[src/rtl/fifo_drain_ctrl.sv]
// ---------------------------------------------------------------------------
// fifo_drain_ctrl
//
// Read-side controller for a FIFO with a registered data output and a
// combinational empty flag. A read is requested only when the FIFO has data
// and the local 2-entry skid buffer is guaranteed to have room for it, counting
// the word still in flight. The word returned one cycle after the read is
// captured into the skid buffer, which is presented on a valid/ready stream.
// Every word accepted downstream increments a wrapping counter.
//
// Ports
//   i_clk            rising-edge clock
//   i_rst_n          asynchronous active-low reset
//   i_enable         1 = new FIFO reads may be issued
//   i_fifo_empty     FIFO empty flag
//   o_fifo_read_en   FIFO read request (combinational)
//   i_fifo_data      FIFO registered output, valid the cycle after a read
//   o_out_valid      o_out_data holds a word
//   i_out_ready      consumer accepts the word this cycle
//   o_out_data       head of the skid buffer
//   o_words_drained  count of words accepted downstream (wraps)
//   o_busy           read in flight or buffer non-empty
// ---------------------------------------------------------------------------
module fifo_drain_ctrl #(
  parameter int DATA_WIDTH = 4,
  parameter int CNT_WIDTH  = 8
) (
  input  logic                  i_clk,
  input  logic                  i_rst_n,
  input  logic                  i_enable,
  input  logic                  i_fifo_empty,
  output logic                  o_fifo_read_en,
  input  logic [DATA_WIDTH-1:0] i_fifo_data,
  output logic                  o_out_valid,
  input  logic                  i_out_ready,
  output logic [DATA_WIDTH-1:0] o_out_data,
  output logic [CNT_WIDTH-1:0]  o_words_drained,
  output logic                  o_busy
);

  logic                  r_pend;           // read issued last cycle
  logic [1:0]            r_occ;            // skid-buffer occupancy, 0..2
  logic                  r_head;
  logic                  r_tail;
  logic [DATA_WIDTH-1:0] r_mem [2];
  logic [CNT_WIDTH-1:0]  r_words_drained;

  logic                  w_room;
  logic                  w_push;
  logic                  w_pop;

  // Room is judged on registered state only: a word still in flight already
  // owns a slot, and a pop this cycle is deliberately not credited.
  assign w_room = ({1'b0, r_occ} + {2'b00, r_pend}) < 3'd2;

  // Reset gates the request combinationally so the FIFO never sees a read
  // while the controller is held in reset.
  assign o_fifo_read_en  = i_rst_n & i_enable & ~i_fifo_empty & w_room;

  assign w_push          = r_pend;
  assign w_pop           = o_out_valid & i_out_ready;

  assign o_out_valid     = (r_occ != 2'd0);
  assign o_out_data      = r_mem[r_head];
  assign o_busy          = r_pend | (r_occ != 2'd0);
  assign o_words_drained = r_words_drained;

  // NOTE: sequential state is updated with non-blocking assignments so every
  // register samples the pre-edge values of the others.
  always_ff @(posedge i_clk or negedge i_rst_n) begin
    if (!i_rst_n) begin
      r_pend          <= 1'b0;
      r_occ           <= 2'd0;
      r_head          <= 1'b0;
      r_tail          <= 1'b0;
      r_words_drained <= '0;
    end else begin
      r_pend <= o_fifo_read_en;

      if (w_push) begin
        r_tail <= ~r_tail;
      end

      if (w_pop) begin
        r_head          <= ~r_head;
        r_words_drained <= r_words_drained + 1'b1;
      end

      // Simultaneous push and pop leaves occupancy unchanged.
      case ({w_push, w_pop})
        2'b10:   r_occ <= r_occ + 2'd1;
        2'b01:   r_occ <= r_occ - 2'd1;
        default: r_occ <= r_occ;
      endcase
    end
  end

  // NOTE: the data storage has no reset; the occupancy count alone decides
  // whether an entry is meaningful, so clearing the words would buy nothing.
  always_ff @(posedge i_clk) begin
    if (w_push) begin
      r_mem[r_tail] <= i_fifo_data;
    end
  end

endmodule

[config.mk]
export PLATFORM = sky130hd
export DESIGN_NAME = fifo_drain_ctrl
export DESIGN_NICKNAME = d
export VERILOG_FILES = /design/src/rtl/fifo_drain_ctrl.sv
export SDC_FILE = /design/constraint.sdc
export NUM_CORES = 1
export LEC_CHECK = 0
export CORE_AREA = 2 2 44 67
export CTS_BUF_LIST = sky130_fd_sc_hd__clkbuf_8
export DETAILED_ROUTE_END_ITERATION = 8
export DIE_AREA = 0 0 46 69
export SLEW_MARGIN = 20
export SYNTH_ARGS = -nofsm -noshare
export SYNTH_HDL_FRONTEND = slang
export SYNTH_SLANG_ARGS = --single-unit
export TNS_END_PERCENT = 1
[constraint.sdc]
create_clock -name i_clk -period 3.6 [get_ports i_clk]
set_input_delay 0.54 -clock i_clk [delete_from_list [all_inputs] [get_ports i_clk]]
set_output_delay 0.54 -clock i_clk [all_outputs]
set_load 0.005 [all_outputs]
==> out/qor.yml, run 1 <==
outcome: "finished clean"
core-area_um2: 2590
ys_warn_count: 0
clk_pin_slew_ns: 0.07
syn_avg_cell_area_um2: 14.1
root_buffer: "clkbuf_8"
grt.total_usage: 0.120
ctsHoldBuffers: 0
cp-start-kind: "input port"
tritoncts: "done"
fin_tns_setup_ns: 0
power_density_nw_per_um2: 701
vias: 562
max-cap-violations: 0
whs_ns: 0.486
cts_setup_buffers: 0
dp_hpwl_mm: 1.22
start_util: 0.338
peakVddDrop_mv: 0.291
syn_area_um2: 876
worst_slew_margin_rel: 0.617
synth_flop_cell: "dfrtp_1"
finalHoldViolations: 0
wirelength_mm: 1.59
wl_per_cell_um: 13.8
drt_first_pass_iters: 3
fin_skew_ns: 0.00220
port_buffers: 23
gp_congestion: 0.717
async_reset_ff_frac: 0.619
drive_above_1_share: 0.0778
clock_path_buffers: 2
setup_viol: 0
grt_pass1_vias: 574
fin_total_pwr_uw: 834
synth_edf_count: 8
worstMarginPinSlew_ns: 0.560
clk_latency_ns: 0.26
crit_arrival_ns: 2.21
clock-sinks: 21
n_antenna_cell: 0
ant_nets: 0
layout.nets: 102
finalCriticalPeriod_ns: 2.75
fmax_mhz: 363
first_iter_violations: 4
ys_ff_latch: 21
syn_inst: 62
postSynthNetCount: 73
grt_pass1_wl_mm: 2.66
cts_buffers: 3
worst_slack_ns: 0.848
syn_to_final_growth_pct: 35.9
drv_slew: 0
overflow: 0
end_kind: "output port"
required_ns: 3.06
ioPinCount: 24
crit_fanout: 2
grt_max_degree: 14
p_leak_uw: 0.000474
finish.instance_area_um2: 1190
post_dp_cell_area_um2: 1140
ctsResizeCount: 0
htreeDepth: 1
drc_errors: 0
via_per_inst: 4.89
dpl_worst_slack_ns: 0.799
ys_seq_area_frac: 0.646
die_h_um: 69
antenna_found_initial: 0
fin_crit_sh: 0.764
grt_setup_unrepaired: "no"
die_area_um2: 3170
row_count: 23
synth_cell_types: 19
path_class: "input port to output port"
worstHoldPathType: "flop to flop"
dieWidth_um: 46
## report_power, final
part,switching [uW],internal [uW],leakage (uW)
logic,96.9,188,0.000212
clock network,71.7,75.9,0.0000269
registers,87.8,313,0.000235
## cell families (layout without fill, tap and decap cells)
logic type,count (synthesis),in the layout,share of synthesized area
AOI/OAI and AO/OA,2,2,0.0286
xor gates and xnor gates,12,12,0.120
adders and majority gates,2,2,0.0286
buffers and inverters,2,30,0.0114
DFF,21,21,0.646
muxes,4,4,0.0514
and+or+nand+nor,19,19,0.114
## per-stage QoR
stage          cells   util
2_1_floorplan     62      -
3_3_place_gp     111  0.442
3_5_place_dp     111  0.442
4_1_cts          115  0.459
5_1_grt          115  0.459
6_report         115  0.459
## critical path, cell delays in order
cell and delay (ns):
clkdlybuf4s50_1 0.52, nand2_1 0.07, a2111oi_0 0.45, clkdlybuf4s50_1 0.62
## Yosys cell counts (all sizes together), types with 2 or more instances
cell / count / area [um2]
ha: 2 / 25.0
nor2: 3 / 11.3
dfrtp: 13 / 325
nand4: 2 / 12.5
xor2: 4 / 35.0
edfxtp: 8 / 240
and2: 2 / 12.5
mux2: 4 / 45.0
nand3: 2 / 10.0
nand2: 6 / 22.5
inv: 2 / 10.0
xnor2: 8 / 70.1
## routing by layer
metal / vias to the layer above / GRT usage / share of wire
met3: 4 / 0.0262 / 0.030
met1: 276 / 0.127 / 0.38
met4: 0 / 0.0857 / 0.037
met5: - / 0 / 0
met2: 11 / 0.196 / 0.55
li1: 271 / - / -
## cells in the final DEF (no fill, tap or decap), types with 2 or more instances in the layout
cell type,instances
xor2_1,4
and2_1,2
dfrtp_1,13
mux2_1,4
clkbuf_8,3
edfxtp_1,8
nand3_1,2
nand4_1,2
nor2_1,3
clkdlybuf4s50_1,23
inv_1,2
nand2_1,6
ha_1,2
xnor2_1,8
## cell type report
type                       count  area (um2)
clock buffer                   3        41.3
inverter                       2        10.0
clock inverter                 1        3.75
fill                         245        1400
timing repair buffer          24         238
tap                           25        31.3
sequential                    21         566
multi-input combinational     39         300
## registers in the layout, indices dropped and copies added, names as in the netlist
name             flops
r_head               1
r_mem                8
r_tail               1
o_words_drained      8
r_pend               1
r_occ                2
## final timing paths
check,startpoint,to,slack (ns),cells after the start
min in group asynchronous,i_rst_n,o_words_drained[7],0.68,2
min reg2reg,o_words_drained[7],o_words_drained[7],0.49,1
max in group asynchronous,i_rst_n,r_tail,2.76,2
max,i_rst_n,o_fifo_read_en,0.85,4
max reg2reg,r_occ[0],r_occ[1],2.05,5
min,o_words_drained[7],o_words_drained[7],0.49,1
(Power assumes the default switching activity.)
==> inputs of run 2 (changes only) <==
==> constraint.sdc (replaced) <==
create_clock -name i_clk -period 2.6 [get_ports i_clk]
set_input_delay 0.39 -clock i_clk [delete_from_list [all_inputs] [get_ports i_clk]]
set_output_delay 0.39 -clock i_clk [all_outputs]
set_load 0.005 [all_outputs]
==> run 2 against run 1 <==
Compared with the run above:
- sequential share of layout area unchanged
- sequential cell count stayed put
- setup slack worse by 0.65 ns
- critical path type unchanged
- register-to-register slack got worse by 1.0 ns
==> out/qor.yml, run 2 (synthesis gave the netlist of run 1 again) <==
finalHoldViolations: 0  # unchanged
clk_latency_ns: 0.25  # about the same
dp_hpwl_mm: 1.24  # +1.4%
cp-start-kind: "input port"
drt_first_pass_iters: 2  # -1
dieWidth_um: 46  # unchanged
crit_arrival_ns: 2.01  # -0.20 ns
gp_congestion: 0.713  # -0.61%
via_per_inst: 4.74  # -3.0%
p_leak_uw: 0.000474  # unchanged
end_kind: "output port"
worst_slew_margin_rel: 0.645  # +0.0275
max_stage_delay_ns: 0.62  # about the same
first_iter_violations: 4  # unchanged
fmax_mhz: 417
layout.nets: 102  # unchanged
vias: 545  # -3.0%
ctsHoldBuffers: 0  # unchanged
use_met3: 0.0183  # -0.00785
fin_crit_sh: 0.922
critPathSlowestCell: "clkdlybuf4s50_1"
setup_viol: 0  # unchanged
drive_above_1_share: 0.0778  # unchanged
crit_cells: 4  # unchanged
min_path_cells: 1  # unchanged
grt_pass1_wl_mm: 2.61  # -1.8%
port_buffers: 23  # unchanged
worst_hold_startpoint: "o_words_drained[7]"
path_class: "input port to output port"
fin_tns_setup_ns: 0  # unchanged
worstHoldPathType: "flop to flop"
grt_pass1_vias: 543  # -5.4%
use_met1: 0.121  # -0.00638
critical_path_buf_inv_count: 2  # unchanged
outcome: "finished clean"
drc_errors: 0  # unchanged
clk_pin_slew_ns: 0.07  # about the same
grt_setup_unrepaired: "no"
fill_cells: 246  # +0.41%
grt_max_degree: 14  # unchanged
final_common_cell: "clkdlybuf4s50_1"
worstMarginPinSlew_ns: 0.519  # -0.0402 ns
cp_common_cell: "clkdlybuf4s50_1"
die_h_um: 69  # unchanged
power_density_nw_per_um2: 967  # +38%
ctsResizeCount: 0  # unchanged
reg2regPathDepth: 5  # unchanged
start_util: 0.338  # unchanged
clock-sinks: 21  # unchanged
wl_per_cell_um: 13.7  # -1.3%
use_met2: 0.196  # unchanged
crit_fanout: 2  # unchanged
wirelength_mm: 1.57  # -1.3%
antenna_found_initial: 0  # unchanged
peakVddDrop_mv: 0.339  # +16%
cpLargestDelayFamily: "buffers and inverters"
timing.rr.end: "r_occ[1]"
root_buffer: "clkbuf_8"
dpl_worst_slack_ns: 0.110  # -0.689 ns
cts_buffers: 3  # unchanged
overflow: 0  # unchanged
core-area_um2: 2590  # unchanged
ant_nets: 0  # unchanged
min_to: "o_words_drained[7]"
ioPinCount: 24  # unchanged
drv_slew: 0  # unchanged
grt-busiest-layer: "met2"
die_area_um2: 3170  # unchanged
grt.total_usage: 0.114  # -0.00644
required_ns: 2.21  # -0.85 ns
finalCriticalPeriod_ns: 2.40
max-cap-violations: 0  # unchanged
syn_to_final_growth_pct: 35.9  # unchanged
r2r-start: "r_occ[0]"
fin_skew_ns: 0.000475  # -0.00173 ns
worst_slack_ns: 0.202  # -0.647 ns
cp_cell_sequence: "clkdlybuf4s50_1 -> nand2_1 -> a2111oi_0 -> clkdlybuf4s50_1"
row_count: 23  # unchanged
rrSetupSlack_ns: 1.05  # -1.00 ns
htreeDepth: 1  # unchanged
tritoncts: "done"
final_cell_mix: "clkdlybuf4s50_1, dfrtp_1, xnor2_1, edfxtp_1, nand2_1"
cts_setup_buffers: 0  # unchanged
clock_path_buffers: 2  # unchanged
n_antenna_cell: 0  # unchanged
run 2: cell counts in the layout (fill, tap and decap cells not counted):
No cell type changed its count.
run 2: per-stage QoR:
| step | instances | power (uW) | instance area, um2 | utilization | hold WS, ns |
|---|---|---|---|---|---|
| after floorplan | 62 | 733 | 876 | - | 0.0944 |
| after global placement | 111 | 953 | 1140 | 0.442 | 0.466 |
| after detailed placement | 111 | 966 | 1140 | 0.442 | 0.473 |
| after CTS | 115 | 1170 | 1190 | 0.459 | 0.483 |
| after global routing | 115 | 1230 | 1190 | 0.459 | 0.498 |
| final | 115 | 1150 | 1190 | 0.459 | 0.485 |
run 2: worst register-to-register path, stage by stage (launching register included):
cell	delay, ns
dfrtp_1	0.48
o21ai_4	0.31
inv_4	0.09
ha_1	0.31
nor2_1	0.13
xor2_1	0.15
run 2: where the power goes:
| group | switching (uW) | total [uW] | internal, uW |
|---|---|---|---|
| combinational | 134 | 394 | 260 |
| clock | 97.6 | 202 | 105 |
| sequential | 122 | 555 | 434 |
| total | 353 | 1150 | 798 |
run 2: final cells by class:
type | count | area (um2) | area share
flip-flops and latches | 21 | 566 | 0.475
multi-input cells | 39 | 300 | 0.252
repair buffers | 24 | 238 | 0.200
clock buffers | 3 | 41.3 | 0.0347
well taps | 25 | 31.3 | 0.0263
inverters | 2 | 10.0 | 0.00841
clock inverters | 1 | 3.75 | 0.00315
run 2: how the worst max path moves through the flow:
stage	startpoint	endpoint	slack (ns)
finish	i_rst_n	o_fifo_read_en	0.20
global route	i_rst_n	o_fifo_read_en	0.08
CTS	i_rst_n	o_fifo_read_en	0.13
detailed placement	i_rst_n	o_fifo_read_en	0.11
global placement	i_rst_n	o_fifo_read_en	0.24
floorplan	r_occ[0]	r_occ[1]	1.20
run 2: per-layer routing:
metal  share of wire  vias up
met3           0.024        2
met4           0.022        0
met5               0        -
met2            0.58        9
li1                -      267
met1            0.38      267
